### src/rtl/display_pkg.sv
// display_pkg: scan states and active-low seven-segment constants shared by the digit scan driver.
package display_pkg;

   typedef enum logic [1:0] {DIG0, DIG1, DIG2, DIG3} scan_state_e;

   localparam logic [6:0] SEG_BLANK = 7'h7F;

   // Segment a on bit 0 through g on bit 6; a 0 lights the segment.
   localparam logic [6:0] HEX_SEG [16] = '{
      7'h40, 7'h79, 7'h24, 7'h30, 7'h19, 7'h12, 7'h02, 7'h78,
      7'h00, 7'h10, 7'h08, 7'h03, 7'h46, 7'h21, 7'h06, 7'h0E
   };

endpackage

### src/rtl/hex_seg_lut.sv
// hex_seg_lut: hex nibble to active-low seven-segment pattern.
module hex_seg_lut
   import display_pkg::*;
(
   input  logic [3:0] nib_i,
   output logic [6:0] seg_o
);

   assign seg_o = HEX_SEG[nib_i];

endmodule

### src/rtl/digit_scan_driver.sv
// digit_scan_driver: four-digit multiplexed seven-segment driver with double-buffered value.
// Define LEADING_ZERO_BLANK_EN to blank leading zero digits (digit 0 always shown).
module digit_scan_driver
   import display_pkg::*;
#(
   parameter int REFRESH_DIV = 50000
) (
   input  logic        clock,
   input  logic        reset_n,
   input  logic [15:0] value,
   input  logic        value_valid,
   input  logic        enable,
   output logic [3:0]  digit_sel,
   output logic [6:0]  seg,
   output logic        frame_done
);

   localparam int CW = $clog2(REFRESH_DIV);

   logic [CW-1:0] cnt_q, cnt_d;
   scan_state_e   state_q, state_d;
   logic [15:0]   pend_q, pend_d, disp_q, disp_d;
   logic          flag_q, flag_d;
   logic [3:0]    sel_q, sel_d, nib;
   logic [6:0]    seg_q, seg_d, hex_seg;
   logic          fd_q, tick, wrap, blank;

   hex_seg_lut u_lut (.nib_i(nib), .seg_o(hex_seg));

   always_comb begin
      tick    = (cnt_q == '0) && enable;
      wrap    = tick && (state_q == DIG3);
      cnt_d   = tick ? CW'(REFRESH_DIV - 1) : enable ? cnt_q - CW'(1) : cnt_q;
      state_d = tick ? scan_state_e'(state_q + 2'd1) : state_q;
      pend_d  = value_valid ? value : pend_q;
      flag_d  = !wrap && (value_valid || flag_q);
      // A strobe coinciding with the wrap bypasses pending so it lands in this frame.
      disp_d  = !wrap ? disp_q : value_valid ? value : flag_q ? pend_q : disp_q;
      nib     = disp_d[{state_d, 2'b00} +: 4];
`ifdef LEADING_ZERO_BLANK_EN
      blank   = (state_d == DIG3 && disp_d[15:12] == '0) ||
                (state_d == DIG2 && disp_d[15:8] == '0) ||
                (state_d == DIG1 && disp_d[15:4] == '0);
`else
      blank   = 1'b0;
`endif
      sel_d   = tick ? 4'b0001 << state_d : sel_q;
      seg_d   = tick ? (blank ? SEG_BLANK : hex_seg) : seg_q;
   end

   always_ff @(posedge clock or negedge reset_n) begin
      if (!reset_n) begin
         cnt_q   <= CW'(REFRESH_DIV - 1);
         state_q <= DIG0;
         pend_q  <= '0;
         disp_q  <= '0;
         flag_q  <= 1'b0;
         sel_q   <= 4'b0001;
         seg_q   <= HEX_SEG[0];
         fd_q    <= 1'b0;
      end else begin
         cnt_q   <= cnt_d;
         state_q <= state_d;
         pend_q  <= pend_d;
         disp_q  <= disp_d;
         flag_q  <= flag_d;
         sel_q   <= sel_d;
         seg_q   <= seg_d;
         fd_q    <= wrap;
      end
   end

   assign digit_sel  = sel_q;
   assign seg        = seg_q;
   assign frame_done = fd_q;

endmodule
### config.mk
export PLATFORM = sky130hd
export DESIGN_NAME = digit_scan_driver
export DESIGN_NICKNAME = d
export VERILOG_FILES = /design/src/rtl/display_pkg.sv /design/src/rtl/hex_seg_lut.sv /design/src/rtl/digit_scan_driver.sv
export SDC_FILE = /design/constraint.sdc
export NUM_CORES = 1
export LEC_CHECK = 0
export ABC_AREA = 1
export ABC_CLOCK_PERIOD_IN_PS = 4100
export CAP_MARGIN = 40
export CORE_MARGIN = 2
export CORE_UTILIZATION = 46
export CTS_BUF_LIST = sky130_fd_sc_hd__clkbuf_2
export DETAILED_ROUTE_END_ITERATION = 16
export PLACE_DENSITY_LB_ADDON = 0.05
export SLEW_MARGIN = 20
export SYNTH_ARGS = -nofsm -noshare
export SYNTH_HDL_FRONTEND = slang
export SYNTH_SLANG_ARGS = --single-unit
### constraint.sdc
create_clock -name clock -period 4.1 [get_ports clock]
set_input_delay 0.82 -clock clock [delete_from_list [all_inputs] [get_ports clock]]
set_output_delay 0.82 -clock clock [all_outputs]
set_load 0.02 [all_outputs]
Word-level counts from Yosys, hierarchy flattened
Memories as Yosys holds them, arrays and structs flattened. A register that Yosys moved wholly into a read port is not among the register bits. Cells that the tools add are included.

Equality and inequality tests: 1. $add $sub $neg: 2. Shift-type cells: 2. Reduce and logical (&&, ||, !) cells: 8. Bitwise operators: 1. Mux-type cells: 6.

Operator list (count): 2-to-1 mux 16 bit (5); zero test 16 bit (1); indexed part select 16 x 5 -> 4 bit (1); subtractor 16 x 1 -> 16 bit, second input constant (1); inverter 4 -> 5 bit (1); left shift 1 x 2 -> 4 bit, first input constant (1); logical AND 1 bit (3); adder 2 x 1 -> 2 bit, second input constant (1); equality test 2 bit, second input constant (1); zero test 1 bit (2); 2-to-1 mux 2 bit (1); nonzero test 2 bit (1); logical OR 1 bit (1).

Word-level logic and storage cells: 28. Memories kept: 1. Input port bits: 20. Bits in read-only memories: 112. Output and inout bits: 12. Register bits: 56.

Memories: (name not given) (depth 16, width 7, read ports 1, clocked after Yosys merged registers in 1, wr ports 0, RTL line hex_seg_lut.sv:9) `assign seg_o = HEX_SEG[nib_i];`.

Longest topological paths before layout
Depth after elaboration: 6. Gate-level depth with buffers: 23. Depth with buffers taken out: 23.

Cells and area by module
From an unflattened synthesis, not the netlist that was laid out.

Cells, all modules: 486. Area total of the unflattened synthesis: 3658.5 um^2.

By module, submodules not included: digit_scan_driver (cells each 437, times used 1, area each 3384.5 um^2, sequential area each 1590.3 um^2); hex_seg_lut (cells each 49, times used 1, area each 274.0 um^2, sequential area each 0.0 um^2).

Least setup slack after synthesis
No wires, ideal clock.

Path kind: input to register. Start: in enable. End: reg seg_q[3], in the netlist seg[3]. Library setup time: 0.116 ns. Arrival: 2.478 ns. Slack: 1.506 ns. Stages on the path: 20. Required time: 3.984 ns. Buffers on the path: 0. Cells stage by stage: nand2_1 > inv_1 > nand2_2 > nor2_4 > nand2_4 > nand2_2 > nand2_4 > nand2_2 > inv_1 > nand2_1 > nand2_1 > nor2_2 > inv_2 > ha_1 > inv_1 > nand3_1 > nand3_1 > nand2_1 > nand2_1 > nand2_1.

RTL lines: from (decl) (RTL line digit_scan_driver.sv:12) `input logic enable,`; logical AND 1 bit (RTL line digit_scan_driver.sv:31) `tick = (cnt_q == '0) && enable;`; 2-to-1 mux 2 bit (RTL line digit_scan_driver.sv:34) `state_d = tick ? scan_state_e'(state_q + 2'd1) : state_q;`; net state_d[1] (RTL line digit_scan_driver.sv:21) `scan_state_e state_q, state_d;`; indexed part select 16 x 5 -> 4 bit (RTL line digit_scan_driver.sv:39) `nib = disp_d[{state_d, 2'b00} +: 4];`; inverter 4 -> 5 bit (implied by the code) (RTL line hex_seg_lut.sv:9); to (decl) (RTL line digit_scan_driver.sv:25) `logic [6:0] seg_q, seg_d, hex_seg;`.

The timed path passes the listed nets, and every way through them passes these cells. A chain may end at the register's enable or synchronous reset.

Worst setup path after layout
Ends and elaborated chain as after synthesis.

==> flow_metrics.tcl <==
set metrics [dict create \
    status "completed" \
    maxCapViolations 0 \
    fin_cells 590 \
    htreeDepth 3 \
    clockBufferDepth 2 \
    port_buffers 31 \
    synthAdderAreaFrac_pct 3.219 \
    grt_max_degree 35 \
    die-area_um2 8318 \
    pin_count 32 \
    setup_viol 0 \
    antenna_left 0 \
    fmaxAchievable_mhz 319.8 \
    synth_compound_area_share_pct 10.30 \
    multi_input_area_um2 1695 \
    tightest_slew_ps 729.0 \
    final_util_pct 54.77 \
    finalCritPeriodShare_pct 76.26 \
    layout_commonest_cell "nand2_1" \
    hpwl_mm 5.783 \
    dieWidth_um 91.21 \
    finalHoldViolCount 0 \
    via_per_inst 4.975 \
    cts_setup_buffers 0 \
    seq_area_frac_synth_pct 45.46 \
    peakVddDrop_v 0.0001923 \
    crit_path_start_kind "input pin" \
    hold_path.class "in -> async" \
    cts_tree "built" \
    slew_viol_final 0 \
    core_area_um2 7292 \
    p_leak_nw 2.028 \
    grt_antenna_before_repair 0 \
    powerDensity_nw_per_um2 375.2 \
    grt_pass1_wl_mm 14.04 \
    avgSynthCellArea_um2 7.791 \
    routedWlPerCell_um 13.32 \
    synthDistinctLibCells 34 \
    synth-edff-count 0 \
    ys_warn_count 0 \
    syn-cell-area_um2 3498 \
    die_h_um 91.21 \
    placed_cells 574 \
    cts_buffers 9 \
    wl_mm 7.856 \
    min_period_ps 3127 \
    crit_fanout 18 \
    synth_top_family_by_area "simple AND/OR/NAND/NOR gates" \
    drtPass1Iterations 4 \
    layout_common_cells "163 x nand2_1, 52 x dfrtp_1, 40 x inv_1" \
    first_global_vias 2968 \
    cp.required_ps 4500 \
    rsz0062_at_grt "no" \
    diodes 0 \
    layout.nets 515 \
    seqCellArea_um2 1590 \
    num-fill-cells 722 \
    clock_latency_ps 490 \
    cts_hold_buffers 0 \
    grt-ovfl-total 0 \
    critPathCaptureType "flip-flop" \
    synthesis.instances 449 \
    arrival_ps 3530 \
    rows 31 \
    synth.area.mux_share_pct 0 \
    ctsResizeCount 0 \
    drive_gt1_share_pct 15.27 \
    clk_pin_slew_ps 160 \
    syn_to_final_growth_pct 14.16 \
    cts_sinks 63 \
    synth_fp_nets 478 \
    synth_xor_area_share_pct 0.2504 \
    synth-async-reset-ratio_pct 100.0 \
    whs_ps 352.1 \
    cts.root.buffer_cell "clkbuf_2" \
    clock_skew_ps 16.98 \
    gp_congestion 0.8801 \
    crit_type "in -> reg" \
    drc 0 \
    gr-usage-all-layers_pct 21.24 \
    synth-simple-area-share_pct 34.69 \
    drt_first_iter_violations 112 \
    tns_ps 0 \
    synth-main-ff-cell "dfrtp_1" \
    maxSlewHeadroom_pct 51.40 \
    vias 2935 \
    ys_ff_latch 63 \
    initial_utilization_pct 47.98 \
]
## power breakdown
part	internal (mW)	switching, mW	leakage (nW)
clock network	0.0866	0.219	0.0634
logic	0.144	0.232	1.21
registers	0.730	0.0870	0.759
total	0.961	0.538	2.03
## logic make-up (layout without fill, tap and decap cells)
| family | Yosys count | count (layout) |
|---|---|---|
| AND/OR/NAND/NOR | 257 | 257 |
| AO/OA/AOI/OAI | 65 | 65 |
| flip-flops | 63 | 63 |
| buffers and inverters | 54 | 96 |
| adder cells (fa/ha/maj) | 9 | 9 |
| XOR/XNOR | 1 | 1 |
## routing by layer
metal  wire length, µm  global-route usage, %  up-vias
li1                  -                      -     1497
met1              3792                  29.08     1383
met2              3707                  33.77       48
met3               285                  5.394        7
met4                71                  5.429        0
met5                 0                      0        -
## stage by stage
step / area, µm² / total power, mW / setup WS [ps]
3_5_place_dp: 3915 / 1.206 / 442.8
4_1_cts: 3994 / 1.516 / 997.2
3_3_place_gp: 3915 / 1.198 / 529.2
5_1_grt: 3994 / 1.615 / 726.6
6_report: 3994 / 1.499 / 973.2
2_1_floorplan: 3498 / 1.088 / 1506
## final timing paths
path	from	slack [ps]	cells past startpoint	end
worst min-delay path	reset_n	350	1	frame_done
max in group asynchronous	reset_n	2820	2	cnt_q[2]
worst max register to register	cnt_q[0]	1140	23	seg[3]
min in group clock	seg[6]	480	2	seg[6]
worst max-delay path	enable	970	21	seg[3]
worst min register to register	seg[6]	480	2	seg[6]
## cells in the mapped netlist, types with 5 or more instances
cell type	n	area [µm²]
nor2_2	9	56.30
nand2_2	12	75.07
nand3_1	20	100.1
a21boi_0	7	52.55
dfrtp_1	52	1301
a21oi_1	17	85.08
ha_1	9	112.6
nor2_4	5	56.30
o21ai_0	33	165.2
nand2_1	163	611.8
dfstp_2	11	289.0
nand2_4	5	56.30
nor2_1	24	90.09
inv_1	40	150.1
## flip-flops by register name, indices dropped and copies added, names as in the netlist
signal,count
disp_q,16
seg,7
flag_q,1
digit_sel,4
cnt_q,16
pend_q,16
frame_done,1
state_q,2
## layout make-up
| cell class | instances | area share (%) |
|---|---|---|
| clock buffer | 13 | 1.629 |
| clock inverter | 3 | 0.3446 |
| inverter | 46 | 4.449 |
| multi-input combinational | 332 | 42.45 |
| sequential | 63 | 39.82 |
| tap | 99 | 3.102 |
| timing repair buffer | 34 | 8.208 |
## critical path, cell delays in order
cell,delay (ps)
clkdlybuf4s50_1,570
nand2_1,80
inv_1,60
nand2_2,60
nor2_4,170
nand2_4,200
nand2_2,130
nand2_4,90
nand2_2,90
inv_1,80
nand2_1,80
nand2_1,60
nor2_2,310
inv_2,90
ha_1,220
inv_1,90
nand3_1,80
nand3_1,90
nand2_1,50
nand2_1,50
nand2_1,40
Note: power is estimated with default switching activity, not from simulation.
